<file path="config.mk">
export PLATFORM = sky130hd
export DESIGN_NAME = ft_frame_sequencer
export DESIGN_NICKNAME = d
export VERILOG_FILES = /design/src/rtl/ft_frame_sequencer.sv
export SDC_FILE = /design/constraint.sdc
export NUM_CORES = 1
export LEC_CHECK = 0
export BUFFER_PORTS_ARGS = -buffer_cell sky130_fd_sc_hd__buf_2
export CORE_ASPECT_RATIO = 1.5
export CORE_MARGIN = 5
export CORE_UTILIZATION = 30
export DETAILED_ROUTE_END_ITERATION = 8
export SYNTH_ARGS = -nofsm -noshare
export SYNTH_HDL_FRONTEND = slang
export SYNTH_SLANG_ARGS = --single-unit
</file>
<file path="constraint.sdc">
create_clock -name iCLK -period 5 [get_ports iCLK]
set_clock_uncertainty 0.2 [all_clocks]
set_input_delay 0.25 -clock iCLK [delete_from_list [all_inputs] [get_ports iCLK]]
set_output_delay 0.25 -clock iCLK [all_outputs]
set_load 0.1 [all_outputs]
</file>
<file path="src/rtl/ft_frame_sequencer.sv">
// Frame-level fingertip sequencer: tracks the leftmost skin pixel over one frame and publishes it.
// Optional build macro FT_SMOOTH_EN averages each found position with the previous published one.
`timescale 1ns/1ps
module ft_frame_sequencer #(
  parameter int unsigned SCREEN_WIDTH  = 640,
  parameter int unsigned SCREEN_HEIGHT = 480,
  parameter int unsigned MIN_PIXELS    = 16
) (
  input  logic        iCLK,
  input  logic        iRST,
  input  logic        iDCLEAN,
  input  logic        iDVAL,
  input  logic [15:0] iX_Cont,
  input  logic [15:0] iY_Cont,
  input  logic        iFrame_En,
  input  logic        iREADY,
  output logic [9:0]  oFT_X,
  output logic [9:0]  oFT_Y,
  output logic        oFT_FOUND,
  output logic        oDVAL,
  output logic        oBUSY,
  output logic [7:0]  oDROP_CNT
);

  localparam logic [15:0] XLast   = 16'(2 * SCREEN_WIDTH - 1);
  localparam logic [15:0] YLast   = 16'(2 * SCREEN_HEIGHT - 1);
  localparam logic [15:0] MinSkin = 16'(MIN_PIXELS);

  typedef enum logic [1:0] {StIdle, StWaitSof, StScan, StPublish} state_t;

  state_t      state;
  logic [14:0] minX;
  logic [14:0] yOfMin;
  logic [15:0] skinCnt;

  logic        sof;
  logic        eof;
  logic        skin;
  logic [14:0] pixX;
  logic [14:0] pixY;
  logic [14:0] baseX;
  logic [15:0] baseCnt;
  logic [14:0] nxtX;
  logic [14:0] nxtY;
  logic [15:0] nxtCnt;
  logic        found;
  logic [9:0]  rawX;
  logic [9:0]  rawY;
  logic [9:0]  pubX;
  logic [9:0]  pubY;

`ifdef FT_SMOOTH_EN
  logic [9:0]  prevX;
  logic [9:0]  prevY;
  logic        histValid;
  logic [10:0] sumX;
  logic [10:0] sumY;
`endif

  assign pixX  = iX_Cont[15:1];
  assign pixY  = iY_Cont[15:1];
  assign sof   = iDVAL && (iX_Cont == 16'd0) && (iY_Cont == 16'd0);
  assign eof   = iDVAL && (iX_Cont == XLast) && (iY_Cont == YLast);
  assign skin  = iDVAL && iDCLEAN;
  assign oBUSY = (state == StScan);

  // Tracker after the current pixel; a SOF clears it before the SOF pixel is evaluated.
  always_comb begin
    baseX   = sof ? 15'h7FFF : minX;
    baseCnt = sof ? 16'd0 : skinCnt;
    nxtX    = baseX;
    nxtY    = yOfMin;
    nxtCnt  = baseCnt;
    if (skin) begin
      if (baseCnt != 16'hFFFF) nxtCnt = baseCnt + 16'd1;
      if (pixX < baseX) begin
        nxtX = pixX;
        nxtY = pixY;
      end
    end
  end

  always_comb begin
    found = (nxtCnt >= MinSkin);
    rawX  = (nxtX == 15'h7FFF) ? 10'd0 : nxtX[9:0];
    rawY  = (nxtX == 15'h7FFF) ? 10'd0 : nxtY[9:0];
`ifdef FT_SMOOTH_EN
    sumX = {1'b0, prevX} + {1'b0, rawX};
    sumY = {1'b0, prevY} + {1'b0, rawY};
    if (!found) begin
      pubX = 10'd0;
      pubY = 10'd0;
    end else if (histValid) begin
      pubX = 10'(sumX >> 1);
      pubY = 10'(sumY >> 1);
    end else begin
      pubX = rawX;
      pubY = rawY;
    end
`else
    pubX = rawX;
    pubY = rawY;
`endif
  end

  always_ff @(posedge iCLK or posedge iRST) begin
    if (iRST) begin
      state     <= StIdle;
      minX      <= 15'h7FFF;
      yOfMin    <= 15'd0;
      skinCnt   <= 16'd0;
      oFT_X     <= 10'd0;
      oFT_Y     <= 10'd0;
      oFT_FOUND <= 1'b0;
      oDVAL     <= 1'b0;
      oDROP_CNT <= 8'd0;
`ifdef FT_SMOOTH_EN
      prevX     <= 10'd0;
      prevY     <= 10'd0;
      histValid <= 1'b0;
`endif
    end else begin
      unique case (state)
        StIdle: begin
          if (iFrame_En) state <= StWaitSof;
        end
        StWaitSof: begin
          if (!iFrame_En) begin
            state <= StIdle;
          end else if (sof) begin
            state   <= StScan;
            minX    <= nxtX;
            yOfMin  <= nxtY;
            skinCnt <= nxtCnt;
          end
        end
        StScan: begin
          // Disarming mid-frame does not abort; the frame always completes.
          minX    <= nxtX;
          yOfMin  <= nxtY;
          skinCnt <= nxtCnt;
          if (eof) begin
            state     <= StPublish;
            oFT_X     <= pubX;
            oFT_Y     <= pubY;
            oFT_FOUND <= found;
            oDVAL     <= 1'b1;
`ifdef FT_SMOOTH_EN
            if (found) begin
              prevX     <= pubX;
              prevY     <= pubY;
              histValid <= 1'b1;
            end else begin
              histValid <= 1'b0;
            end
`endif
          end
        end
        StPublish: begin
          if (iREADY) begin
            oDVAL <= 1'b0;
            state <= iFrame_En ? StWaitSof : StIdle;
          end else if (sof && (oDROP_CNT != 8'hFF)) begin
            oDROP_CNT <= oDROP_CNT + 8'd1;
          end
        end
        default: state <= StIdle;
      endcase
    end
  end

endmodule
</file>
==> reports/qor_table.md, run 1 <==
| Result | This run |
|---|---|
| Final instance count without filler cells | 696 |
| Setup repair after global routing missed its margin | no |
| # setup viols final | 0 |
| Global Route Usage Sum | 0.151 |
| First-pass GRT wire length | 19900 µm |
| Die Ht | 155 µm |
| Net Count, Synth | 501 |
| Total Power | 1.42 mW |
| Wirelength per Cell | 17.8 µm |
| Overall routed net length | 12400 µm |
| Adder and majority cell fraction of the synthesized area | 0.0476 |
| Total negative slack | 0 ns |
| Starting Density | 0.303 |
| Least-Margin Pin Slew | 0.894 ns |
| Met1 routing resource usage after global routing | 0.173 |
| Count leader, synth | sky130_fd_sc_hd__nor2_1 |
| # hold bufs at CTS | 15 |
| Synthesized instance count | 447 |
| Overall die area | 16500 µm² |
| Maximum clock path buffer count | 2 |
| Final worst setup slack | 0.413 ns |
| Via density per instance | 5.44 |
| Library cell occupying the most area in the post-synthesis netlist | sky130_fd_sc_hd__dfrtp_1 |
| Hold Path Depth | 2 |
| GR Util met3 | 0.0340 |
| Post-place setup slack | 0.630 ns |
| Outcome | finished clean |
| R2R depth | 10 |
| Min-delay worst type | primary input to register |
| Sequential area share after synthesis | 0.439 |
| Synthesized area | 4200 µm² |
| Antenna viol nets, final | 0 |
| Number of global-route vias before repair | 3829 |
| Number of nets in the final layout | 580 |
| Required time worst endpoint | 5.08 ns |
| Area taken by multi-input logic gates | 2210 µm² |
| Hold Vio Cnt, Final | 0 |
| Fraction of layout cells with a size suffix above 1 | 0.249 |
| Sequential standard cell area | 1850 µm² |
| TritonCTS Buffers | 9 |
| DPL Wire Length | 9240 µm |
| Type of the worst setup path | primary input to register |
| Leakage | 2.29 nW |
| Layout area overhead | 23.6% |
| Number of placement rows | 53 |
| Syn avg cell area | 9.40 µm² |
| Period utilisation layout | 0.917 |
| Max Transition Viols Final | 0 |
| Critical Path End Type | register |
| Total instance count after detailed placement | 665 |
| Simple-Gate Fraction of Synth Area | 0.252 |
| Gp weighted congestion | 0.953 |
| CORE AREA | 13900 µm² |
| Most used routing layer | met2 |
| Worst slew margin relative to its limit | 0.402 |
| Fraction of registers with async set or reset after synthesis | 1.00 |
| Number of synthesized flops with an enable pin | 0 |
| Most frequent cells after synthesis | 70 x sky130_fd_sc_hd__nor2_1, 58 x sky130_fd_sc_hd__dfrtp_1, 29 x sky130_fd_sc_hd__a21oi_1, 23 x sky130_fd_sc_hd__nand2_1 |
| Placed Area | 4700 µm² |
| Fraction of the mapped netlist area in compound gates | 0.167 |
| # port buffers | 68 |
| Worst supply voltage drop on vdd | 0.276 mV |
| Prevailing post-synth register cell | sky130_fd_sc_hd__dfrtp_1 |
| Drt pass-1 iters | 5 |
| Maximum fanout along the worst path | 20 |
| Total power density per cell area | 273 nW/µm² |
| Global-route congestion overflow total | 0 |
| Total number of H-tree levels | 3 |
| Clk slew on worst S/H paths | 0.06 ns |
| Critical Path Start Type | primary input |
| Xor and xnor fraction of the mapped netlist area | 0.0229 |
| Pin count of the biggest net entering global routing | 38 |
| Synth Register Bits | 73 |
| Clock insertion delay at the later pin of the skew report | 0.34 ns |
| Maximum Capacitance Violations | 0 |
| Number of filler cells placed in the layout | 1369 |
| Maximum frequency from static timing analysis | 218 MHz |
| Antenna violations before repair | 0 |
| Most area-consuming cells after synthesis | sky130_fd_sc_hd__dfrtp_1 35%, sky130_fd_sc_hd__dfstp_2 9.4%, sky130_fd_sc_hd__nor2_1 6.3%, sky130_fd_sc_hd__ha_1 4.8%, sky130_fd_sc_hd__o22a_1 3.5% |
| Clock root buffer master | sky130_fd_sc_hd__clkbuf_16 |
| Detailed-route via count | 3786 |
| Arrival time at the worst endpoint | 4.66 ns |
| Share of the synthesized area in the top cell type | 0.345 |
| Yosys warning total | 0 |
| Detailed Route Iter0 Violations | 278 |
| Multiplexer share of the synthesized area | 0.0345 |
| CTS Sinks | 73 |
| Antenna fix cells | 0 |
| DRC violations left | 0 |
| CTS tree | built |
| Post-CTS Resized | 0 |
| Summed area of non-filler cells in the final layout | 5200 µm² |
| Top-level port count | 69 |
| Met2 track demand over resource in global routing | 0.268 |
| Post-CTS setup buffer count | 0 |
| Largest family of logic cells by synthesized area | simple AND/OR/NAND/NOR gates |
| Overall die width | 107 µm |
| Post-layout minimum cycle time | 4.59 ns |
| Number of distinct library cells after synthesis | 58 |
-- critical path, cell delays in order --
cell and delay, ns:
sky130_fd_sc_hd__dlygate4sd3_1 0.53, sky130_fd_sc_hd__buf_2 0.14, sky130_fd_sc_hd__nor4b_1 0.47, sky130_fd_sc_hd__and4_1 0.35, sky130_fd_sc_hd__and3_1 0.19, sky130_fd_sc_hd__buf_4 0.24
sky130_fd_sc_hd__nor2_1 0.07, sky130_fd_sc_hd__ha_1 0.30, sky130_fd_sc_hd__and2_1 0.18, sky130_fd_sc_hd__a221oi_1 0.44, sky130_fd_sc_hd__nand4_1 0.14, sky130_fd_sc_hd__a31oi_1 0.27
sky130_fd_sc_hd__buf_4 0.28, sky130_fd_sc_hd__nor2_1 0.07, sky130_fd_sc_hd__nor2_2 0.48, sky130_fd_sc_hd__o22a_1 0.25
-- cell usage in the layout, fill, tap and decap left out, types with 3 or more instances in the layout --
cell type and n:
sky130_fd_sc_hd__a31oi_1 6, sky130_fd_sc_hd__nor4_4 3, sky130_fd_sc_hd__bufinv_16 3, sky130_fd_sc_hd__o22ai_1 4, sky130_fd_sc_hd__nand2b_1 3, sky130_fd_sc_hd__mux2_1 5, sky130_fd_sc_hd__dlygate4sd3_1 15, sky130_fd_sc_hd__o21a_1 4
sky130_fd_sc_hd__dfrtp_1 58, sky130_fd_sc_hd__nand2_1 23, sky130_fd_sc_hd__and3_1 6, sky130_fd_sc_hd__ha_1 16, sky130_fd_sc_hd__nand4_1 22, sky130_fd_sc_hd__a211oi_1 3, sky130_fd_sc_hd__dfstp_2 15, sky130_fd_sc_hd__mux2_2 7
sky130_fd_sc_hd__and4_1 5, sky130_fd_sc_hd__o31ai_1 5, sky130_fd_sc_hd__nor2_1 70, sky130_fd_sc_hd__a21o_1 3, sky130_fd_sc_hd__o22a_1 17, sky130_fd_sc_hd__buf_4 8, sky130_fd_sc_hd__o21ai_0 21, sky130_fd_sc_hd__xnor2_1 8
sky130_fd_sc_hd__inv_1 9, sky130_fd_sc_hd__a21oi_1 29, sky130_fd_sc_hd__nor4_1 12, sky130_fd_sc_hd__and2_1 22, sky130_fd_sc_hd__clkbuf_16 9, sky130_fd_sc_hd__nand3_1 13, sky130_fd_sc_hd__xor2_1 3, sky130_fd_sc_hd__nor3_1 4
sky130_fd_sc_hd__buf_2 68
-- sequential cells by signal (all words and copies together) (netlist names), named ones only --
| signal | count |
|---|---|
| yOfMin | 10 |
| state | 1 |
| skinCnt | 16 |
| minX | 15 |
| oDROP_CNT | 8 |
| oFT_Y | 10 |
| oFT_X | 10 |
| oDVAL | 1 |
| oFT_FOUND | 1 |
-- metal layers --
layer	vias up	routed length, µm
met1	1812	4870
li1	1795	-
met3	36	676
met4	0	402
met2	143	6410
met5	-	0
-- final timing paths --
kind	startpoint	end	slack, ns
max in group asynchronous	iRST	minX[14]	3.16
min	iX_Cont[15]	minX[14]	0.01
min in group asynchronous	iRST	oFT_Y[6]	0.41
min reg2reg	oDROP_CNT[5]	oDROP_CNT[5]	0.29
max	iY_Cont[6]	minX[11]	0.41
max reg2reg	minX[6]	minX[11]	1.68
-- per-stage QoR --
step | util | hold slack [ns]
finish | 0.375 | 0.00959
global route | 0.375 | 0.0196
CTS | 0.375 | 0.00160
detailed placement | 0.339 | 0.244
global placement | 0.339 | 0.240
floorplan | - | 0.158
-- cells by family after synthesis --
family                   Yosys count
AND/OR/NAND/NOR                  196
AO/OA/AOI/OAI                    105
flip-flops                        73
XOR/XNOR                          11
multiplexers                      13
buffers and inverters             33
adder cells (fa/ha/maj)           16
-- power breakdown --
group	switching (mW)	total, mW	internal, mW
clock	0.262	0.750	0.487
sequential	0.00120	0.593	0.592
combinational	0.0466	0.0775	0.0309
total	0.310	1.42	1.11
-- cell type report --
cell class	count	share of cell area
Clock buffer	9	0.0433
Tap cell	165	0.0397
Sequential cell	73	0.355
Inverter	10	0.00722
Timing Repair Buffer	91	0.106
Clock inverter	7	0.0229
Multi-Input combinational cell	341	0.426
(Power assumes the default switching activity.)
==> run 2, diff against run 1 <==
--- a/config.mk
+++ b/config.mk
@@ -8,8 +8,9 @@
 export BUFFER_PORTS_ARGS = -buffer_cell sky130_fd_sc_hd__buf_2
 export CORE_ASPECT_RATIO = 1.5
 export CORE_MARGIN = 5
-export CORE_UTILIZATION = 30
+export CORE_UTILIZATION = 60
 export DETAILED_ROUTE_END_ITERATION = 8
+export PLACE_DENSITY = 0.84
 export SYNTH_ARGS = -nofsm -noshare
 export SYNTH_HDL_FRONTEND = slang
 export SYNTH_SLANG_ARGS = --single-unit
==> run 2 against run 1 <==
Against the previous run: sequential share of layout area increased by 1.1 points; combinational power increased by 3.7%; cell area decreased by 3.0%; register-to-register slack improved by 0.06 ns; fmax increased by 0.77%; critical path depth decreased by 2; final cell count decreased by 12%; non-clock buffer count increased by 2; routed wire length decreased by 7.4%; total power decreased by 9.9%; die area decreased by 47%; largest cell class unchanged; largest power group unchanged; highest routed layer unchanged.
==> reports/qor_table.md, run 2 (same netlist as run 1, synthesis figures left out) <==
| Result | This run |
|---|---|
| Hold wc startpoint | iX_Cont[4] |
| Total Power | 1.28 mW |
| Maximum Capacitance Violations | 0 |
| Hold Vio Cnt, Final | 0 |
| Worst reg2reg endpoint | yOfMin[3] |
| CTS Sinks | 73 |
| Outcome | finished clean |
| Overall die area | 8820 µm² |
| Starting Density | 0.614 |
| Number of global-route vias before repair | 3958 |
| Die Ht | 113 µm |
| Required time worst endpoint | 5.05 ns |
| Cell-by-cell listing of the critical path | dlygate4sd3_1 > buf_2 > nor4b_1 > and4_1 > and3_1 > nor2_1 > ha_1 > and2_1 > a221oi_1 > nand4_1 > a31oi_1 > buf_4 > nand2_2 > mux2_1 |
| Type of the worst setup path | primary input to register |
| Most common cell after layout, fill and taps aside | sky130_fd_sc_hd__nor2_1 |
| DPL Wire Length | 7640 µm |
| Reg with most FFs | skinCnt |
| Number of filler cells placed in the layout | 490 |
| Total power density per cell area | 254 nW/µm² |
| CORE AREA | 6850 µm² |
| Layout area overhead | 19.9% |
| Pin count of the biggest net entering global routing | 74 |
| # port buffers | 68 |
| Top flop regs | skinCnt x16, minX x15 |
| Number of nets in the final layout | 582 |
| First-pass GRT wire length | 19100 µm |
| Clk slew on worst S/H paths | 0.08 ns |
| Arrival time at the worst endpoint | 4.60 ns |
| Max Transition Viols Final | 0 |
| TritonCTS Buffers | 9 |
| Number of placement rows | 37 |
| Antenna violations before repair | 0 |
| Critical Path Start Type | primary input |
| Overall die width | 78.3 µm |
| Period utilisation layout | 0.910 |
| CP delay by family, top | simple AND/OR/NAND/NOR gates |
| Detailed-route via count | 3956 |
| Antenna viol nets, final | 0 |
| Hold Path Depth | 2 |
| Leakage | 2.27 nW |
| Cell with the biggest individual delay on the critical path | sky130_fd_sc_hd__dlygate4sd3_1 |
| Drt pass-1 iters | 5 |
| Combined buffer and inverter count along the critical path | 3 |
| Worst slew margin relative to its limit | 0.386 |
| CTS tree | built |
| Global Route Usage Sum | 0.274 |
| R2r setup slk | 1.74 ns |
| R2R depth | 9 |
| Critical Path End Type | register |
| Timing startpoint of the critical path | iY_Cont[6] |
| Clock insertion delay at the later pin of the skew report | 0.37 ns |
| # setup viols final | 0 |
| Global-route congestion overflow total | 0 |
| Fraction of layout cells with a size suffix above 1 | 0.240 |
| Gp weighted congestion | 0.918 |
| Post-CTS setup buffer count | 0 |
| DRC violations left | 0 |
| Delay of the slowest critical-path stage | 0.55 ns |
| Detailed Route Iter0 Violations | 400 |
| Final core occ | 0.735 |
| Post-layout minimum cycle time | 4.55 ns |
| Overall routed net length | 11400 µm |
| Terminating pin of the worst hold path | minX[3] |
| Maximum frequency from static timing analysis | 220 MHz |
| Wirelength per Cell | 18.7 µm |
| Maximum fanout along the worst path | 25 |
| Least-Margin Pin Slew | 0.921 ns |
| Worst supply voltage drop on vdd | 0.205 mV |
| # hold bufs at CTS | 21 |
| Post-CTS Resized | 0 |
| Reg2Reg Launch Point | minX[6] |
| Via density per instance | 6.46 |
| Min-delay worst type | primary input to register |
| Flip-flop count of the largest register after layout | 16 |
| Top-level port count | 69 |
| Total negative slack | 0 ns |
| Setup repair after global routing missed its margin | no |
| Clock root buffer master | sky130_fd_sc_hd__clkbuf_8 |
| Maximum clock path buffer count | 2 |
| Total number of H-tree levels | 3 |
| Commonest cells after routing, fill and taps aside | 70 x sky130_fd_sc_hd__nor2_1, 68 x sky130_fd_sc_hd__buf_2, 58 x sky130_fd_sc_hd__dfrtp_1 |
## run 2: changes by cell type in the layout (fill, tap and decap cells not counted), moves of 4 or more
cell                            before  now
sky130_fd_sc_hd__clkbuf_8            0   12
sky130_fd_sc_hd__buf_4               8    4
sky130_fd_sc_hd__dlygate4sd3_1      15   21
sky130_fd_sc_hd__clkbuf_16           9    0
## run 2: report_power, final
group	switching, mW	internal [mW]
sequential	0.00119	0.591
clock	0.235	0.372
combinational	0.0470	0.0334
total	0.283	0.997
## run 2: routing by layer
metal | track usage | wire length [µm] | vias up
met4 | 0.181 | 449 | 0
met1 | 0.309 | 4200 | 1927
met3 | 0.0449 | 781 | 38
met5 | 0 | 0 | -
li1 | - | - | 1795
met2 | 0.469 | 6010 | 196
## run 2: worst reg2reg max path, delay by kind of cell (launching register included)
kind | cells | cell delay [ns]
AO/OA/AOI/OAI | 2 | 0.59
multiplexers | 1 | 0.45
buffers and inverters | 1 | 0.27
adder cells (fa/ha/maj) | 1 | 0.30
flip-flops | 1 | 0.58
AND/OR/NAND/NOR | 4 | 0.75
## run 2: area by class of cell
cell class                      count  area (µm²)  share of cell area
Clock buffer                       12         165              0.0328
Timing Repair Buffer               93         581               0.115
Tap cell                           78        97.6              0.0194
Multi-Input combinational cell    341        2210               0.439
Sequential cell                    73        1850               0.366
Antenna cell                        1        2.50            0.000497
Inverter                           10        37.5             0.00745
Clock inverter                      4        97.6              0.0194
## run 2: worst max path at each step
stage | endpoint | slack (ns) | cells after the start
finish | yOfMin[3] | 0.45 | 14
floorplan | yOfMin[0] | 1.16 | 17
global route | minX[13] | 0.09 | 15
detailed placement | yOfMin[3] | 0.76 | 13
CTS | yOfMin[0] | 0.59 | 14
global placement | yOfMin[0] | 0.93 | 13
## run 2: stage by stage
stage / cell area (µm²) / setup WS, ns / hold slack [ns] / instances
2_1_floorplan: 4200 / 1.16 / 0.158 / 447
5_1_grt: 5040 / 0.0934 / 0.0211 / 611
3_5_place_dp: 4560 / 0.761 / 0.276 / 574
4_1_cts: 5040 / 0.588 / 0.00219 / 611
6_report: 5040 / 0.448 / 0.0111 / 612
3_3_place_gp: 4560 / 0.930 / 0.266 / 574
